### src/rtl/reg_write_scheduler_pkg.sv
// ----------------------------------------------------------------------------
// reg_write_scheduler_pkg
//
// Purpose : Shared definitions for the register write scheduler slice.
//           Holds the two-state scheduler enum, the default parameter values
//           and a small helper for sizing index fields.
//
// Contents:
//   state_e        - scheduler state (IDLE, GRANT)
//   N_REQ_DEFAULT  - default number of write requesters
//   N_REG_DEFAULT  - default number of registers in the controlled bank
//   DW_DEFAULT     - default register data width
//   idxWidth()     - width of an index field that selects one of n items
// ----------------------------------------------------------------------------
package reg_write_scheduler_pkg;

    // IDLE waits for a request, GRANT drives exactly one write for one cycle
    typedef enum logic {
        IDLE  = 1'b0,
        GRANT = 1'b1
    } state_e;

    localparam int N_REQ_DEFAULT = 4;
    localparam int N_REG_DEFAULT = 8;
    localparam int DW_DEFAULT    = 8;

    // A single-item selector still needs one bit so that vectors never
    // collapse to zero width
    function automatic int idxWidth(input int n);
        return (n > 1) ? $clog2(n) : 1;
    endfunction

endpackage

### src/rtl/reg_write_scheduler_rr_arbiter.sv
// ----------------------------------------------------------------------------
// rr_arbiter
//
// Purpose : Purely combinational round-robin pick. Starting at index ptr and
//           wrapping modulo N_REQ, reports the first requester whose req bit
//           is high.
//
// Ports   :
//   req     in  [N_REQ-1:0]  request vector
//   ptr     in  [IW-1:0]     index at which the search begins
//   winner  out [IW-1:0]     index of the selected requester (0 when none)
//   valid   out              at least one request is pending
// ----------------------------------------------------------------------------
module rr_arbiter
    import reg_write_scheduler_pkg::*;
#(
    parameter  int N_REQ = N_REQ_DEFAULT,
    localparam int IW    = idxWidth(N_REQ)
) (
    input  logic [N_REQ-1:0] req,
    input  logic [IW-1:0]    ptr,
    output logic [IW-1:0]    winner,
    output logic             valid
);

    // Walk the offsets from farthest to nearest so the requester closest to
    // ptr is the last one to overwrite the result and therefore wins.
    always_comb begin
        winner = '0;
        valid  = 1'b0;
        for (int k = N_REQ - 1; k >= 0; k--) begin
            if (req[(int'(ptr) + k) % N_REQ]) begin
                winner = IW'((int'(ptr) + k) % N_REQ);
                valid  = 1'b1;
            end
        end
    end

endmodule

### src/rtl/reg_write_scheduler.sv
// ----------------------------------------------------------------------------
// reg_write_scheduler
//
// Purpose : Serialises writes from N_REQ requesters into a bank of N_REG
//           enabled-flop registers. A round-robin arbiter picks one request
//           in IDLE; the chosen index, address and data are latched and the
//           write is driven for exactly one GRANT cycle. A protection mask
//           can veto a write, in which case the grant still pulses and err
//           is raised instead of the register enable.
//
// Ports   :
//   clk       in                 single rising-edge clock
//   reset     in                 synchronous active-high reset
//   req       in  [N_REQ-1:0]    level requests, held until granted
//   req_addr  in  [N_REQ*AW-1:0] target register index per requester
//   req_data  in  [N_REQ*DW-1:0] write data per requester
//   gnt       out [N_REQ-1:0]    one-hot grant pulse during GRANT
//   err       out                granted write was blocked by protection
//   prot_we   in                 protection mask load strobe
//   prot_din  in  [N_REG-1:0]    new protection mask (1 = blocked)
//   reg_en    out [N_REG-1:0]    one-hot enable to the register bank
//   reg_din   out [DW-1:0]       data to the register bank
//   busy      out                high while in GRANT
// ----------------------------------------------------------------------------
module reg_write_scheduler
    import reg_write_scheduler_pkg::*;
#(
    parameter  int N_REQ = N_REQ_DEFAULT,
    parameter  int N_REG = N_REG_DEFAULT,
    parameter  int DW    = DW_DEFAULT,
    localparam int AW    = idxWidth(N_REG),
    localparam int IW    = idxWidth(N_REQ)
) (
    input  logic                clk,
    input  logic                reset,
    input  logic [N_REQ-1:0]    req,
    input  logic [N_REQ*AW-1:0] req_addr,
    input  logic [N_REQ*DW-1:0] req_data,
    output logic [N_REQ-1:0]    gnt,
    output logic                err,
    input  logic                prot_we,
    input  logic [N_REG-1:0]    prot_din,
    output logic [N_REG-1:0]    reg_en,
    output logic [DW-1:0]       reg_din,
    output logic                busy
);

    state_e           state_q, state_d;
    logic [IW-1:0]    ptr_q, ptr_d;
    logic [N_REG-1:0] prot_q, prot_d;
    logic [IW-1:0]    win_q, win_d;
    logic [AW-1:0]    addr_q, addr_d;
    logic [DW-1:0]    data_q, data_d;

    logic [IW-1:0]    arbWinner;
    logic             arbValid;
    logic             addrInRange;
    logic             targetBlocked;

    rr_arbiter #(
        .N_REQ (N_REQ)
    ) u_rr_arbiter (
        .req    (req),
        .ptr    (ptr_q),
        .winner (arbWinner),
        .valid  (arbValid)
    );

    // Next-state logic. The mask loads on every prot_we edge regardless of
    // state, so a load coinciding with IDLE->GRANT is already in prot_q
    // when the grant decision is made. The pointer only moves when a grant
    // is actually taken.
    always_comb begin
        state_d = state_q;
        ptr_d   = ptr_q;
        win_d   = win_q;
        addr_d  = addr_q;
        data_d  = data_q;
        prot_d  = prot_we ? prot_din : prot_q;

        case (state_q)
            IDLE: begin
                if (arbValid) begin
                    state_d = GRANT;
                    win_d   = arbWinner;
                    addr_d  = req_addr[int'(arbWinner) * AW +: AW];
                    data_d  = req_data[int'(arbWinner) * DW +: DW];
                    ptr_d   = (arbWinner == IW'(N_REQ - 1)) ? '0
                                                             : arbWinner + IW'(1);
                end
            end
            GRANT: begin
                state_d = IDLE;
            end
            default: begin
                state_d = IDLE;
            end
        endcase
    end

    // Addresses past the end of a non-power-of-two bank have no register
    // behind them and are vetoed like a protected target.
    always_comb begin
        addrInRange   = (int'(addr_q) < N_REG);
        targetBlocked = addrInRange ? prot_q[addr_q] : 1'b1;
    end

    // Outputs come only from registered state, so there is no combinational
    // path from req to gnt. reg_din follows the latched data, which only
    // changes on entry to GRANT and therefore holds between writes.
    always_comb begin
        gnt     = '0;
        reg_en  = '0;
        err     = 1'b0;
        busy    = (state_q == GRANT);
        reg_din = data_q;
        if (state_q == GRANT) begin
            gnt[win_q] = 1'b1;
            if (targetBlocked) begin
                err = 1'b1;
            end else begin
                reg_en[addr_q] = 1'b1;
            end
        end
    end

    // State registers. Reset wins over every other input and, when it lands
    // on a GRANT cycle, drops the pending write without a further pulse.
    always_ff @(posedge clk) begin
        if (reset) begin
            state_q <= IDLE;
            ptr_q   <= '0;
            prot_q  <= '0;
            win_q   <= '0;
            addr_q  <= '0;
            data_q  <= '0;
        end else begin
            state_q <= state_d;
            ptr_q   <= ptr_d;
            prot_q  <= prot_d;
            win_q   <= win_d;
            addr_q  <= addr_d;
            data_q  <= data_d;
        end
    end

endmodule

### config.mk
export PLATFORM = sky130hd
export DESIGN_NAME = reg_write_scheduler
export DESIGN_NICKNAME = d
export VERILOG_FILES = /design/src/rtl/reg_write_scheduler_pkg.sv /design/src/rtl/reg_write_scheduler_rr_arbiter.sv /design/src/rtl/reg_write_scheduler.sv
export SDC_FILE = /design/constraint.sdc
export NUM_CORES = 1
export LEC_CHECK = 0
export CORE_ASPECT_RATIO = 1.2
export CORE_MARGIN = 5
export CORE_UTILIZATION = 42
export CTS_CLUSTER_SIZE = 12
export DETAILED_ROUTE_END_ITERATION = 8
export GPL_ROUTABILITY_DRIVEN = 0
export PLACE_DENSITY = 0.86
export SYNTH_ARGS = -nofsm -noshare
export SYNTH_HDL_FRONTEND = slang
export SYNTH_SLANG_ARGS = --single-unit
### constraint.sdc
create_clock -name clk -period 2.9 [get_ports clk]
set_input_delay 0.29 -clock clk [delete_from_list [all_inputs] [get_ports clk]]
set_output_delay 0.29 -clock clk [all_outputs]
set_load 0.03 [all_outputs]
==> summary.md, run 1 <==
| Metric | Value |
|---|---|
| Fmax | just over 400 MHz |
| Clock sink count | 24 |
| Post-cts gate resize count | 0 |
| Number of buffers added by the clock tree synthesis step | 3 |
| Average routed wire per standard cell | 14.5 µm |
| Kind of cell with the highest combined delay on the critical path | compound AO/OA/AOI/OAI gates |
| Antenna diode instance count | 0 |
| Critical path's largest stage delay | 600 ps |
| Number of remaining DRC errors | 0 |
| Sequential share of power | between 30% and 40% |
| Placed insts | 258 |
| Post-Syn Instances | 149 |
| Type of the worst setup path | reg2out |
| Cell variety after synth | 35 |
| CTS tree | done |
| Combinational fraction of design power | 39.7% |
| Share of power burned in the clock network | 21.2% |
| Die height | 75.1 µm |
| Area share of fa/ha/maj cells after synthesis | 0% |
| Worst EP required | around 2600 ps |
| PortBufs | 80 |
| WHS Path Cells | 2 |
| DRT Pass-1 Iters | 4 |
| NetSw | about 340 µW |
| Largest net degree at the start of global routing | 25 |
| Post-layout net count | 285 |
| Post-synthesis mux area share | a little under a quarter |
| Max Cap Viol | 0 |
| Area enclosed by the die boundary | 0.00483 mm² |
| Static leakage | a little under 0.0009 µW |
| Tightest slew margin relative to the limit | about 64% |
| Transition at the pin with the smallest max-transition slack | between 500 and 600 ps |
| Deepest clock path buffer count | 2 |
| Clock input transition at the sequential cells of the worst setup and hold paths | around 90 ps |
| Most common library cell in the layout ignoring fill and taps | sky130_fd_sc_hd__clkdlybuf4s50_1 |
| Vias in the first global route | between 1k and 1.5k |
| TNS Setup | 0 ps |
| Detailed-route vias per instance | approximately 5.2 |
| Post-Syn Area per Cell | around 10 µm² |
| Crit-path slowest cell | sky130_fd_sc_hd__clkdlybuf4s50_1 |
| Area delta synth->final | 56.8% |
| Final HPWL DP | just over 3000 µm |
| Final WL | between 3000 and 4000 µm |
| Top-Level Pins | 81 |
| Pwr Total | about 1100 µW |
| Compound-cell area share of the yosys netlist | around 18% |
| Starting Density | 44.1% |
| Non-filler cells in the finished layout | around 260 |
| Count of vias placed by the detailed router | approximately 1.4k |
| Power density over the cells | about 450 mW/mm² |
| Setup repair after global routing missed its margin | no |
| Antenna Violating Nets Remaining | 0 |
| Final clock period utilization by the worst path | 83.7% |
| Endpoints failing setup | 0 |
| Switching fraction of total power | roughly 32% |
| Clock Latency Late Sink | about 260 ps |
| Critical path startpoint category | flip-flop |
| Number of violations reported at the end of detailed-routing iteration 0 | 47 |
| Die boundary width | around 64 µm |
| Classification of the worst-slack hold path | reg2reg |
| Largest fanout on the critical path | 10 |
| CTS root buf | sky130_fd_sc_hd__clkbuf_8 |
| CTS H-tree lvls | 1 |
| Antenna violations before repair | 0 |
| Area of the core region | 0.00337 mm² |
| Gr usage total | between 10% and 20% |
| Post-CTS Hold Buffers | 0 |
| List of cells traversed by the critical path | nor2b_1 > a221oi_1 > a21oi_1 > o31a_1 > clkdlybuf4s50_1 |
| Critical Path Stages | 5 |
| Most frequent cells in the layout | sky130_fd_sc_hd__clkdlybuf4s50_1, sky130_fd_sc_hd__mux2i_1, sky130_fd_sc_hd__dfxtp_1 |
| Post-layout utilization of the core | 69.2% |
| Result of the run | completed |
| Final number of hold-violating endpoints | 0 |
| VDD IR-drop max | 0.407 mV |
| Net count of the mapped netlist | around 210 |
| Row Count | 23 |
| Combinational family with the most area after synthesis | multiplexers |
| Xor-xnor portion of the synthesized cell area | less than 1% |
| Global-route wire length before repair | about 6100 µm |
| Crit path time final | ~2400 ps |
| Fraction of layout instances using a drive strength above 1 | a little under an eighth |
| Cell Area, Synth | ~0.0015 mm² |
| Largest clock skew in the final design | around 3 ps |
| GR Overflow Total | 0 |
| Count of yosys warnings during synthesis | 0 |
| Worst reg2reg path depth | 5 |
| Final count of pins violating max slew | 0 |
| CP Data Arrival Time | 2140 ps |
| Post CTS Setup Buffer Count | 0 |
| Simple-gate area share of the yosys netlist | 20.6% |
| Crit path capture type | primary output |
| Internal power | 713 µW |
| Seq/Total Area, Yosys | roughly a third |
| #FFs+latches synth | 24 |
| Combined buffer and inverter count along the critical path | 1 |
-- through the flow --
step / hold WS (ps) / cell area, µm² / setup slack (ps)
global placement: 448 / 2270 / 792
floorplan: 355 / 1490 / 772
CTS: 480 / 2330 / 461
detailed placement: 449 / 2270 / 777
finish: 471 / 2330 / 471
global route: 508 / 2330 / 304
-- cell families after synthesis --
group	count (synthesis)
compound gates	21
xor+xnor	1
buf+inv	11
flops	24
mux	35
simple gates	57
-- worst reg2reg max path, delay by kind of cell (launching register included) --
kind	cells	cell delay, ps
AO/OA/AOI/OAI	1	150
flip-flops	1	490
multiplexers	1	270
AND/OR/NAND/NOR	3	680
-- area by class of cell --
cell class / instances / area, µm²
fill: 288 / 1040
clock buffer: 4 / 55.1
timing repair buffer: 82 / 816
sequential: 24 / 480
multi-input combinational: 114 / 927
tap: 37 / 46.3
inverter: 1 / 3.75
-- cells in the mapped netlist --
| master | n | area (µm²) |
|---|---|---|
| sky130_fd_sc_hd__buf_12 | 1 | 20.0 |
| sky130_fd_sc_hd__nand2_1 | 15 | 56.3 |
| sky130_fd_sc_hd__and3_1 | 1 | 6.26 |
| sky130_fd_sc_hd__dfxtp_1 | 24 | 480 |
| sky130_fd_sc_hd__nand2_2 | 2 | 12.5 |
| sky130_fd_sc_hd__nor3_4 | 1 | 16.3 |
| sky130_fd_sc_hd__xnor2_1 | 1 | 8.76 |
| sky130_fd_sc_hd__nor3_2 | 1 | 10.0 |
| sky130_fd_sc_hd__a211oi_1 | 1 | 7.51 |
| sky130_fd_sc_hd__nand2b_4 | 1 | 13.8 |
| sky130_fd_sc_hd__a211oi_2 | 1 | 12.5 |
| sky130_fd_sc_hd__a2bb2oi_4 | 1 | 26.3 |
| sky130_fd_sc_hd__nor3b_1 | 2 | 15.0 |
| sky130_fd_sc_hd__o31a_1 | 1 | 8.76 |
| sky130_fd_sc_hd__nor4_1 | 2 | 12.5 |
| sky130_fd_sc_hd__o221ai_1 | 1 | 8.76 |
| sky130_fd_sc_hd__a221oi_1 | 1 | 8.76 |
| sky130_fd_sc_hd__a21oi_4 | 1 | 16.3 |
| sky130_fd_sc_hd__nor2_2 | 2 | 12.5 |
| sky130_fd_sc_hd__nor2_1 | 15 | 56.3 |
| sky130_fd_sc_hd__buf_4 | 1 | 7.51 |
| sky130_fd_sc_hd__o221ai_2 | 10 | 150 |
| sky130_fd_sc_hd__a22oi_1 | 1 | 7.51 |
| sky130_fd_sc_hd__and3b_1 | 1 | 8.76 |
| sky130_fd_sc_hd__buf_2 | 1 | 5.00 |
| sky130_fd_sc_hd__clkbuf_1 | 5 | 18.8 |
| sky130_fd_sc_hd__a21oi_1 | 3 | 15.0 |
| sky130_fd_sc_hd__nand2b_1 | 3 | 18.8 |
| sky130_fd_sc_hd__nor4_2 | 1 | 12.5 |
| sky130_fd_sc_hd__mux2i_1 | 35 | 350 |
| sky130_fd_sc_hd__buf_6 | 2 | 22.5 |
| sky130_fd_sc_hd__inv_1 | 1 | 3.75 |
| sky130_fd_sc_hd__nor3_1 | 7 | 35.0 |
| sky130_fd_sc_hd__nor2b_1 | 2 | 12.5 |
| sky130_fd_sc_hd__nand3b_1 | 1 | 7.51 |
-- power by group through the flow --
stage	Combinational, µW	Sequential, µW	Clock [µW]
floorplan	249	437	0
global placement	416	418	0
detailed placement	422	419	0
CTS	424	412	233
global route	450	419	246
finish	418	413	224
-- sequential cells by signal, summed over array words and instances, names as in the netlist --
name     count
busy         1
reg_din      8
ptr_q        2
addr_q       3
prot_q       8
win_q        2
-- per-layer routing --
layer  part of all wire [%]  global-route usage, %
met1                     41                   18.0
met2                     52                   28.8
met3                    5.7                   3.13
met4                   0.60                   3.85
met5                      0                      0
-- final timing paths --
| check | start | endpoint | slack [ps] |
|---|---|---|---|
| worst max-delay path | addr_q[1] | err | 470 |
| worst min-delay path | reg_din[6] | reg_din[6] | 470 |
| worst max register to register | ptr_q[1] | reg_din[7] | 1190 |
| worst min register to register | reg_din[6] | reg_din[6] | 470 |
No activity file was read; power rests on OpenSTA's default activity.
==> inputs of run 2 (changes only) <==
Settings changed: CORE_UTILIZATION 42 to 39, PLACE_DENSITY 0.86 to 0.81.
Clock period 2.9 ns to 2.24 ns, I/O delays scaled along.
==> run 2 against run 1 <==
Total power increased by 31%. Routed wire length up 1.6%. Clock-buffer cell count stayed put. Via count up 0.95%. Sequential power is 29% higher. Cell area grew 1.8%. Worst hold slack hardly changed. Global-route usage decreased by 0.59 points. Flip-flop and latch count is the same. Die area is 6.6% higher. Clock skew up 5.4 ps. Critical endpoint is now reg_en[2].
==> summary.md, run 2 (synthesized netlist as in run 1, its figures left out) <==
| Metric | Value |
|---|---|
| Tightest slew margin relative to the limit | 68.2% (was 64.1%) |
| Largest clock skew in the final design | 8.31 ps (was 2.92 ps) |
| Final HPWL DP | 3140 µm (was 3030 µm) |
| Post CTS Setup Buffer Count | 0 (unchanged) |
| Power density over the cells | 582 mW/mm² (was 453 mW/mm²) |
| CTS root buf | sky130_fd_sc_hd__clkbuf_8 (unchanged) |
| CTS tree | done (unchanged) |
| Capturing element of the worst setup path | reg_en[2] (was err) |
| Starting Density | 40.5% (was 44.1%) |
| Antenna Violating Nets Remaining | 0 (unchanged) |
| Count of vias placed by the detailed router | 1387 (was 1374) |
| Worst flop-to-flop path startpoint | ptr_q[1] (unchanged) |
| Worst reg2reg path depth | 5 (unchanged) |
| Die boundary width | 66.3 µm (was 64.3 µm) |
| Top-Level Pins | 81 (unchanged) |
| Worst EP required | 2020 ps (was 2610 ps) |
| Most frequent cells in the layout | sky130_fd_sc_hd__clkdlybuf4s50_1, sky130_fd_sc_hd__mux2i_1, sky130_fd_sc_hd__dfxtp_1 (unchanged) |
| Critical path's largest stage delay | 710 ps (was 600 ps) |
| Type of the worst setup path | reg2out (unchanged) |
| Antenna violations before repair | 0 (unchanged) |
| Post-layout net count | 286 (was 285) |
| Endpoints failing setup | 0 (unchanged) |
| Antenna diode instance count | 0 (unchanged) |
| Clock sink count | 24 (unchanged) |
| Fraction of layout instances using a drive strength above 1 | 12.4% (was 12.0%) |
| Reg2Reg Capture Point | reg_din[7] (unchanged) |
| Classification of the worst-slack hold path | reg2reg (unchanged) |
| CTS H-tree lvls | 1 (unchanged) |
| Final clock period utilization by the worst path | between 90% and 100% |
| Final number of hold-violating endpoints | 0 (unchanged) |
| Number of buffers added by the clock tree synthesis step | 3 (unchanged) |
| Area enclosed by the die boundary | 0.00515 mm² (was 0.00483 mm²) |
| Crit path capture type | primary output (unchanged) |
| Number of violations reported at the end of detailed-routing iteration 0 | 35 (was 47) |
| Gr usage total | 14.8% (was 15.4%) |
| Global-route wire length before repair | 6130 µm (was 6080 µm) |
| Most common library cell in the layout ignoring fill and taps | sky130_fd_sc_hd__clkdlybuf4s50_1 (unchanged) |
| Fin worst setup slack | 87.3 ps (was 471 ps) |
| Final design area excluding fillers | 0.00237 mm² (was 0.00233 mm²) |
| Row Count | 24 (was 23) |
| Deepest clock path buffer count | 2 (unchanged) |
| Transition at the pin with the smallest max-transition slack | 476 ps (was 537 ps) |
| Number of remaining DRC errors | 0 (unchanged) |
| Max Cap Viol | 0 (unchanged) |
| PortBufs | 80 (unchanged) |
| Area delta synth->final | 59.6% (was 56.8%) |
| Clock Latency Late Sink | 270 ps (was 260 ps) |
| Critical path startpoint category | flip-flop (unchanged) |
| Kind of cell with the highest combined delay on the critical path | buffers and inverters (was compound AO/OA/AOI/OAI gates) |
| Average routed wire per standard cell | 13.9 µm (was 14.5 µm) |
| Combined buffer and inverter count along the critical path | 1 (unchanged) |
| Clock input transition at the sequential cells of the worst setup and hold paths | 90 ps (about the same) |
| Crit-path slowest cell | sky130_fd_sc_hd__clkdlybuf4s50_1 (unchanged) |
| Met3 GRT Util | 2.46% (was 3.13%) |
| Result of the run | completed (unchanged) |
| List of cells traversed by the critical path | nand2b_1 > nor3_1 > clkdlybuf4s50_1 (was nor2b_1 > a221oi_1 > a21oi_1 > o31a_1 > clkdlybuf4s50_1) |
| Largest fanout on the critical path | 10 (unchanged) |
| M1 GR Usage | 16.5% (was 18.0%) |
| Largest net degree at the start of global routing | 25 (unchanged) |
| Setup repair after global routing missed its margin | no (unchanged) |
| Met2 usage | 27.3% (was 28.8%) |
| Final count of pins violating max slew | 0 (unchanged) |
| VDD IR-drop max | 0.336 mV (was 0.407 mV) |
| Fillers | 328 (was 288) |
| Vias in the first global route | 1384 (was 1386) |
| Die height | 77.6 µm (was 75.1 µm) |
| Instance area after placement | 0.00231 mm² (was 0.00227 mm²) |
| CP Data Arrival Time | 1930 ps (was 2140 ps) |
| TNS Setup | 0 ps (unchanged) |
| Final WL | 3860 µm (was 3800 µm) |
| Crit path time final | between 2000 and 2500 ps |
| Fmax | 465 MHz |
| Critical Path Stages | 3 (was 5) |
| Area of the core region | 0.00366 mm² (was 0.00337 mm²) |
| Post-CTS Hold Buffers | 0 (unchanged) |
| DRT Pass-1 Iters | 4 (unchanged) |
| Crit path from | busy (was addr_q[1]) |
| Detailed-route vias per instance | 4.99 (was 5.24) |
| GR Overflow Total | 0 (unchanged) |
| Most utilized layer in the global route result | met2 (unchanged) |
| Worst slack on hold paths | 471 ps (about the same) |
| Setup slack of the worst register-to-register path | 550 ps (was 1190 ps) |
| Static leakage | 0.000923 µW (was 0.000875 µW) |
| Setup Slack @ Placement | 226 ps (was 777 ps) |
run 2: changes by cell type in the layout (fill, tap and decap cells not counted):
cell / change
sky130_fd_sc_hd__buf_12: +1
sky130_fd_sc_hd__dlygate4sd2_1: +1
sky130_fd_sc_hd__dlymetal6s2s_1: +2
sky130_fd_sc_hd__clkdlybuf4s50_1: -3
run 2: metrics by stage:
stage / power (µW) / cells / utilization [%]
after floorplan: 888 / 149 / -
after global routing: 1450 / 278 / 64.7
after CTS: 1390 / 278 / 64.6
final: 1380 / 278 / 64.7
after detailed placement: 1100 / 274 / 63.1
after global placement: 1100 / 274 / 63.1
run 2: per-layer routing:
| metal | vias up | part of all wire, % |
|---|---|---|
| met5 | - | 0 |
| met2 | 47 | 51 |
| met1 | 632 | 41 |
| met4 | 0 | 1.4 |
| li1 | 702 | - |
| met3 | 6 | 6.3 |
run 2: area by class of cell:
type / instances / area, µm² / share of cell area, %
Multi-Input combinational cell: 114 / 927 / 39.1
Inverter: 1 / 3.75 / 0.158
Clock buffer: 4 / 55.1 / 2.32
Sequential cell: 24 / 480 / 20.3
Tap cell: 52 / 65.1 / 2.74
Timing Repair Buffer: 83 / 840 / 35.4
run 2: how the worst min path moves through the flow:
stage | cells past startpoint | to | start
floorplan | 1 | ptr_q[1] | reset
global placement | 2 | reg_din[2] | reg_din[2]
detailed placement | 2 | reg_din[4] | reg_din[4]
CTS | 2 | reg_din[2] | reg_din[2]
global route | 2 | reg_din[2] | reg_din[2]
finish | 2 | reg_din[2] | reg_din[2]
run 2: power by group:
| group | total, µW | switching (µW) | internal, µW |
|---|---|---|---|
| Combinational | 552 | 257 | 295 |
| Clock | 295 | 138 | 157 |
| Sequential | 532 | 54.3 | 478 |
run 2: repair_timing:
item / CTS / global route
endpoints found under the setup margin: 1 / 2
endpoints found under the hold margin: 0 / 0
gates resized for setup: 1 / 2
pin swaps: 0 / 0
run 2: worst min-delay path, cell delays in order (launching register included):
cell	delay, ps
sky130_fd_sc_hd__dfxtp_1	340
sky130_fd_sc_hd__nand2_1	60
sky130_fd_sc_hd__o221ai_2	50
